`src/rtl/ieee_div.sv`:
```
// ieee_div: sequential IEEE-754 binary32 divider, s = a / b.
// Radix-2 restoring division of the 24-bit significands, one quotient bit
// per clock. Truncating (no rounding), no denormals; Inf/NaN are not decoded.
//
// Handshake: start is sampled only while idle. The accepting edge latches
// a and b and raises busy. After 25 divide steps and one normalise step,
// s and the flags update together with a one-cycle done pulse, and busy
// drops in that same cycle. A start presented during the done cycle is
// accepted. A start presented while busy is dropped, not queued.
module ieee_div (
  input  logic        clk,
  input  logic        rst_n,
  input  logic        start,
  input  logic [31:0] a,
  input  logic [31:0] b,
  output logic        busy,
  output logic        done,
  output logic [31:0] s,
  output logic        OVERFLOW,
  output logic        UNDERFLOW,
  output logic        DIVZERO
);

  typedef enum logic [1:0] {
    IDLE = 2'd0,
    DIV  = 2'd1,
    NORM = 2'd2
  } state_e;

  // Index of the final divide step; 25 steps produce a 25-bit quotient.
  localparam logic [4:0] LAST_STEP = 5'd24;

  state_e      state_q, state_d;

  // Operand fields captured on the accepting edge.
  logic        sign_q, sign_d;
  logic [7:0]  ea_q, ea_d;
  logic [7:0]  eb_q, eb_d;
  logic [23:0] mb_q, mb_d;

  // Divider datapath.
  logic [25:0] rem_q, rem_d;
  logic [24:0] quo_q, quo_d;
  logic [4:0]  cnt_q, cnt_d;

  // Registered outputs.
  logic [31:0] s_q, s_d;
  logic        ovf_q, ovf_d;
  logic        unf_q, unf_d;
  logic        dz_q, dz_d;
  logic        busy_q, busy_d;
  logic        done_q, done_d;

  // Restoring step signals.
  logic [25:0] rem_sub;
  logic        take;

  // Result assembly signals.
  logic signed [9:0] e_raw;
  logic signed [9:0] e_fin;
  logic [22:0]       mant;
  logic [31:0]       res_s;
  logic              res_ovf;
  logic              res_unf;
  logic              res_dz;

  // State register; reset aborts any operation in flight.
  always_ff @(posedge clk or negedge rst_n) begin
    if (!rst_n) begin
      state_q <= IDLE;
    end else begin
      state_q <= state_d;
    end
  end

  // Next-state logic: IDLE -> DIV on start, 25 DIV steps, one NORM step.
  always_comb begin
    state_d = state_q;
    case (state_q)
      IDLE:    if (start) state_d = DIV;
      DIV:     if (cnt_q == LAST_STEP) state_d = NORM;
      NORM:    state_d = IDLE;
      default: state_d = IDLE;
    endcase
  end

  // One restoring step: subtract the divisor when it fits, then shift left.
  // When the subtract succeeds the difference is below mb, so the shift
  // cannot lose a set bit.
  always_comb begin
    take    = (rem_q >= {2'b00, mb_q});
    rem_sub = rem_q - {2'b00, mb_q};
  end

  // Exponent, mantissa normalisation and special-case selection from the
  // finished quotient. The quotient lies in [2^23, 2^25): bit 24 set means
  // the significand ratio was >= 1, otherwise shift one place and borrow
  // one from the exponent.
  always_comb begin
    e_raw = $signed({2'b00, ea_q}) - $signed({2'b00, eb_q}) + 10'sd127;
    if (quo_q[24]) begin
      e_fin = e_raw;
      mant  = quo_q[23:1];
    end else begin
      e_fin = e_raw - 10'sd1;
      mant  = quo_q[22:0];
    end

    res_s   = {sign_q, 31'h0};
    res_ovf = 1'b0;
    res_unf = 1'b0;
    res_dz  = 1'b0;
    if (eb_q == 8'h00) begin
      res_dz = 1'b1;
      res_s  = {sign_q, 8'hFF, 23'h0};
    end else if (ea_q == 8'h00) begin
      res_s = {sign_q, 31'h0};
    end else if (e_fin >= 10'sd255) begin
      res_ovf = 1'b1;
      res_s   = {sign_q, 8'hFF, 23'h0};
    end else if (e_fin <= 10'sd0) begin
      res_unf = 1'b1;
      res_s   = {sign_q, 31'h0};
    end else begin
      res_s = {sign_q, e_fin[7:0], mant};
    end
  end

  // Per-state datapath and output next values; outputs hold outside NORM.
  always_comb begin
    sign_d = sign_q;
    ea_d   = ea_q;
    eb_d   = eb_q;
    mb_d   = mb_q;
    rem_d  = rem_q;
    quo_d  = quo_q;
    cnt_d  = cnt_q;
    s_d    = s_q;
    ovf_d  = ovf_q;
    unf_d  = unf_q;
    dz_d   = dz_q;
    busy_d = busy_q;
    done_d = 1'b0;
    case (state_q)
      IDLE: begin
        if (start) begin
          sign_d = a[31] ^ b[31];
          ea_d   = a[30:23];
          eb_d   = b[30:23];
          mb_d   = {1'b1, b[22:0]};
          rem_d  = {2'b01, a[22:0]};
          quo_d  = 25'd0;
          cnt_d  = 5'd0;
          busy_d = 1'b1;
        end
      end
      DIV: begin
        rem_d = (take ? rem_sub : rem_q) << 1;
        quo_d = {quo_q[23:0], take};
        cnt_d = cnt_q + 5'd1;
      end
      NORM: begin
        s_d    = res_s;
        ovf_d  = res_ovf;
        unf_d  = res_unf;
        dz_d   = res_dz;
        busy_d = 1'b0;
        done_d = 1'b1;
      end
      default: begin
        busy_d = 1'b0;
      end
    endcase
  end

  // Datapath and output registers.
  always_ff @(posedge clk or negedge rst_n) begin
    if (!rst_n) begin
      sign_q <= 1'b0;
      ea_q   <= 8'h00;
      eb_q   <= 8'h00;
      mb_q   <= 24'h0;
      rem_q  <= 26'h0;
      quo_q  <= 25'h0;
      cnt_q  <= 5'd0;
      s_q    <= 32'h0;
      ovf_q  <= 1'b0;
      unf_q  <= 1'b0;
      dz_q   <= 1'b0;
      busy_q <= 1'b0;
      done_q <= 1'b0;
    end else begin
      sign_q <= sign_d;
      ea_q   <= ea_d;
      eb_q   <= eb_d;
      mb_q   <= mb_d;
      rem_q  <= rem_d;
      quo_q  <= quo_d;
      cnt_q  <= cnt_d;
      s_q    <= s_d;
      ovf_q  <= ovf_d;
      unf_q  <= unf_d;
      dz_q   <= dz_d;
      busy_q <= busy_d;
      done_q <= done_d;
    end
  end

  assign busy      = busy_q;
  assign done      = done_q;
  assign s         = s_q;
  assign OVERFLOW  = ovf_q;
  assign UNDERFLOW = unf_q;
  assign DIVZERO   = dz_q;

endmodule

```
`config.mk`:
```
export PLATFORM = sky130hd
export DESIGN_NAME = ieee_div
export DESIGN_NICKNAME = d
export VERILOG_FILES = /design/src/rtl/ieee_div.sv
export SDC_FILE = /design/constraint.sdc
export NUM_CORES = 1
export LEC_CHECK = 0
export BUFFER_PORTS_ARGS = -buffer_cell sky130_fd_sc_hd__buf_2
export CAP_MARGIN = 10
export CORE_UTILIZATION = 57
export CTS_CLUSTER_DIAMETER = 150
export DETAILED_ROUTE_END_ITERATION = 6
export PLACE_DENSITY = 0.88
export SLEW_MARGIN = 40
export SYNTH_ARGS = -nofsm -noshare
export SYNTH_HDL_FRONTEND = slang
export SYNTH_SLANG_ARGS = --single-unit
```
`constraint.sdc`:
```
create_clock -name clk -period 5.4 [get_ports clk]
set_input_delay 1.08 -clock clk [delete_from_list [all_inputs] [get_ports clk]]
set_output_delay 1.08 -clock clk [all_outputs]
set_load 0.1 [all_outputs]
```
# After elaboration in Yosys (flattened, before gate mapping)
# Cells that the tools add are included.
[totals] wordCells=64 ff_bits=136 inputBits=67 output_inout_bits=37
[op_classes] n_mux=27 n_reduce_logical=8 add_sub_neg=5 eq_ne=5 n_lt_le_gt_ge=3 bitwise_logic=2
[op_table] op="$mux W31" n=4
[op_table] op="$pmux W26 S2" n=1
[op_table] op="$mux W25" n=2
[op_table] op="$pmux W25 S2" n=1
[op_table] op="$ge A26 B24 Y1" n=1
[op_table] op="$mux W26" n=1
[op_table] op="$sub A25 B24 Y25" n=1
[op_table] op="$mux W23" n=1
[op_table] op="$logic_not A8 Y1" n=2
[op_table] op="$add A9 B8 Y10 const B" n=1
[op_table] op="$ge A10 B9 Y1 const B" n=1
[op_table] op="$le A10 B1 Y1 const B" n=1
[op_table] op="$mux W1" n=10
[op_table] op="$mux W10" n=1
[op_table] op="$pmux W5 S2" n=1
[op_table] op="$sub A10 B2 Y10 const B" n=1
[op_table] op="$sub A8 B8 Y9" n=1
[op_table] op="$reduce_and A2 Y1" n=4
[op_table] op="$add A5 B1 Y5 const B" n=1
[op_table] op="$eq A5 B5 Y1 const B" n=1
[op_table] op="$mux W5" n=1
[op_table] op="$mux W2" n=2
[op_table] op="$ne A2 B2 Y1 const B" n=2
[op_table] op="$pmux W2 S2" n=1
[op_table] op="7 further kinds" n=7

# Depth between registers and ports, before layout
[depth] ltp_word=9 ltp_mapped=16 depth_no_buf=15

# Least setup slack after synthesis
# No wires, ideal clock.
[synth_timing] path_kind="register to register" from="register ea_q[0]" to="register s_q[10], in the netlist s[10]" path_stages_with_launch=16 arrival_time_ns=3.646 path_buffers=1 synth_period_minus_slack_ns=3.768 slack_ns=1.632 required_time_ns=5.278 setup_time_ns=0.122 cell_sequence="dfrtp_1 -> inv_1 -> ha_1 -> inv_1 -> fa_1 -> a211oi_2 -> nor2_1 -> xnor2_2 -> nand4_1 -> or4b_1 -> a31o_1 -> xnor2_2 -> or4b_4 -> nand4_4 -> buf_8 -> o21ai_2"
[synth_between] elab_chain_cells=9 elab_cells_between_ends=11 cone_classes="3 x add/sub; 2 x order compare; 5 x mux; 1 x reduce/logical"
[synth_rtl] item="start: declaration" line="37" text="logic [7:0] ea_q, ea_d;"
[synth_rtl] item="start signal: assignment" line="180" text="ea_q <= 8'h00;"
[synth_rtl] item="start signal: assignment" line="194" text="ea_q <= ea_d;"
[synth_rtl] item="$sub A8 B8 Y9" line="100" text="e_raw = $signed({2'b00, ea_q}) - $signed({2'b00, eb_q}) + 10'sd127;"
[synth_rtl] item="$add A9 B8 Y10" line="100"
[synth_rtl] item="$sub A10 B2 Y10" line="105" text="e_fin = e_raw - 10'sd1;"
[synth_rtl] item="$mux W10" line="101" text="if (quo_q[24]) begin"
[synth_rtl] item="$le A10 B1 Y1" line="121" text="end else if (e_fin <= 10'sd0) begin"
[synth_rtl] item="$mux W31" line="121"
[synth_rtl] item="$mux W31" line="118" text="end else if (e_fin >= 10'sd255) begin"
[synth_rtl] item="$mux W31 *" line="116" text="end else if (ea_q == 8'h00) begin"
[synth_rtl] item="$mux W31 *" line="113" text="if (eb_q == 8'h00) begin"
[synth_rtl] item="end signal: assignment" line="186" text="s_q <= 32'h0;"
[synth_rtl] item="end signal: assignment" line="200" text="s_q <= s_d;"
[synth_rtl] item="end: declaration" line="47" text="logic [31:0] s_q, s_d;"
# Every way passes the cells marked *; elsewhere a longest branch is shown, timed or not.
# A chain may end at the register's enable or synchronous reset.

# Worst setup path in the final report
[layout_timing] from="register ea_q[0]" to="register s_q[1], in the netlist s[1]"
# Same word-level chain as after synthesis.

==> run metrics <==
Setup WS pre-CTS=1100 ps; status=completed; Final Util=68.6%; Worst Setup Path Type=register to register; num ports=104; main flop type after synthesis=dfrtp_1; total of max-cap violations=0; Worst R2R Path Depth=14; Final Hold Viols=0; reg2reg end=s[1]; Worst setup endpoint=s[1]; first-pass GRT wire length=31,100 um; # fillers=1,026; Relative slew margins=~53%; Detail Route Antenna Nets=0; Clock transition at path regs=~60 ps; Die X=120 um; Post-synth ARST share=100%; initial antenna violation count=0; Starting DRT DRC Count=432; Hold Path Class=register to register; Die ar.=~0.014 mm2; Tightest Pin Transition=between 700 and 800 ps; crit share post-route=79.7%; gr usage total=between 20 and 30%; Gates resized, CTS repair=0; R2R Setup Slk=between 1000 and 1500 ps; mapped cell area=0.00791 mm2; post-DR vias/cell=5.74; synthesized instance count=872; Post-synth EDFFs=0; CTS tree=built; critical path startpoint category=register; Synth Register Bits=136; syn_nets=977; Core ar.=0.0134 mm2; Synth Warn #=0; Initial Util=59.0%; FF-to-FF Start=ea_q[0]; post-layout net count=1,066; final max-slew violation count=0; setup violators final=0; Cell variety after synth=65; Clock Sink Count=136; Final min period=4300 ps; CTS hold repair buffers=0; vias post-DR=about 6,600; Die Ht=approximately 120 um; commonest non-fill, non-tap cell in the layout=nand2_1; WL/cell=about 16 um; first-pass iteration count of the detailed router=5; number of global-route vias before repair=6,554; Max clock buf depth=2; commonest non-fill, non-tap cells in the layout=195 x nand2_1, 136 x dfrtp_1, 102 x buf_2, 96 x o21ai_0, 44 x inv_1; hpwl dp=approximately 12,000 um; CP Launch Point=ea_q[0]; WL final=18,000 um; # rows=42; critical-path maximum fanout=23; f_max=0.232 GHz; sequential fraction of the synthesis area=43.0%; Seq. cell area=between 0.003 and 0.004 mm2; RSZ-0062 raised after global routing=false; DRC=0; total grt overflow=0; # port buffers=103; largest net degree at the start of global routing=97; multi-input logic area=about 0.0042 mm2; synthesized area per cell=9.07 um2; Worst EP arrival=4580 ps; critical path required time=5680 ps; Clk Latency, worst-skew pair=420 ps; H-tree lvl count=4; share of layout cells above drive strength 1=19.8%; Synth-to-Final Area Change=16.1%; crit end category=register; cts bufs inserted=17; Setup WS post-layout=1100 ps; clock skew=between 7 and 8 ps; Post CTS Setup Buffer Count=0; clk root buf=clkbuf_16; setup TNS=0 ps; gp weighted congestion=0.875; diode count=0
synthesized netlist by cell type (all sizes together), types with 13 or more instances:
library cell | count | area share (%)
nand2 | 195 | 9.3
dfrtp | 136 | 43
o21ai | 117 | 8.4
inv | 44 | 2.1
mux2i | 37 | 4.7
ha | 36 | 5.7
clkbuf | 31 | 1.5
nor2 | 30 | 1.5
xnor2 | 30 | 3.7
a21oi | 29 | 1.8
a21o | 17 | 1.6
o211ai | 15 | 1.4
a31oi | 14 | 1.2
nand3 | 13 | 0.82
metrics by stage:
step	hold slack [ps]	cells	cell area (um2)
final	461	1150	9190
after global routing	493	1150	9190
after CTS	466	1150	9180
after detailed placement	438	1118	8570
after global placement	431	1117	8550
after floorplan	418	872	7910
state kept, by name, summed over array words and instances, names as in the netlist:
register	count
sign_q	1
OVERFLOW	1
busy	1
DIVZERO	1
quo_q	25
done	1
cnt_q	5
ea_q	8
mb_q	24
rem_q	26
eb_q	8
s	32
state_q	2
UNDERFLOW	1
metal layers:
metal  GRT usage [%]  share of wire, %
met5               0                 0
met4            10.2               2.5
met3            4.85               4.8
met2            44.9                49
met1            35.9                44
worst max-delay path: stages (launching register included):
cell	delay [ps]
dfrtp_1	380
inv_1	70
ha_1	170
inv_1	60
fa_1	430
a211oi_2	300
nor2_1	140
xnor2_2	270
nand4_1	170
or4b_1	530
a31o_1	270
xnor2_2	170
or4b_4	590
nand4_4	390
o21ai_0	180
how the worst min path moves through the flow:
| stage | cells past startpoint | start | to |
|---|---|---|---|
| global route | 2 | UNDERFLOW | UNDERFLOW |
| floorplan | 2 | mb_q[23] | mb_q[23] |
| finish | 2 | mb_q[23] | mb_q[23] |
| detailed placement | 2 | mb_q[23] | mb_q[23] |
| CTS | 2 | mb_q[23] | mb_q[23] |
| global placement | 2 | mb_q[23] | mb_q[23] |
area by class of cell:
| type | instances | area share [%] |
|---|---|---|
| multi-input combinational | 650 | 45.5 |
| sequential | 136 | 37.0 |
| timing repair buffer | 112 | 6.59 |
| clock buffer | 19 | 4.82 |
| tap | 176 | 2.40 |
| clock inverter | 13 | 1.84 |
| inverter | 44 | 1.80 |
cells by family after synthesis:
| logic type | count (synthesis) | share of synthesized area [%] |
|---|---|---|
| AND/OR/NAND/NOR | 296 | 16.6 |
| AO/OA/AOI/OAI | 235 | 19.6 |
| flip-flops | 136 | 43.0 |
| buffers and inverters | 86 | 4.37 |
| multiplexers | 43 | 5.54 |
| XOR/XNOR | 38 | 4.68 |
| adder cells (fa/ha/maj) | 38 | 6.20 |
Power is not shown: default switching activity piles up to over one toggle a cycle in this logic, so the estimate is an artifact.
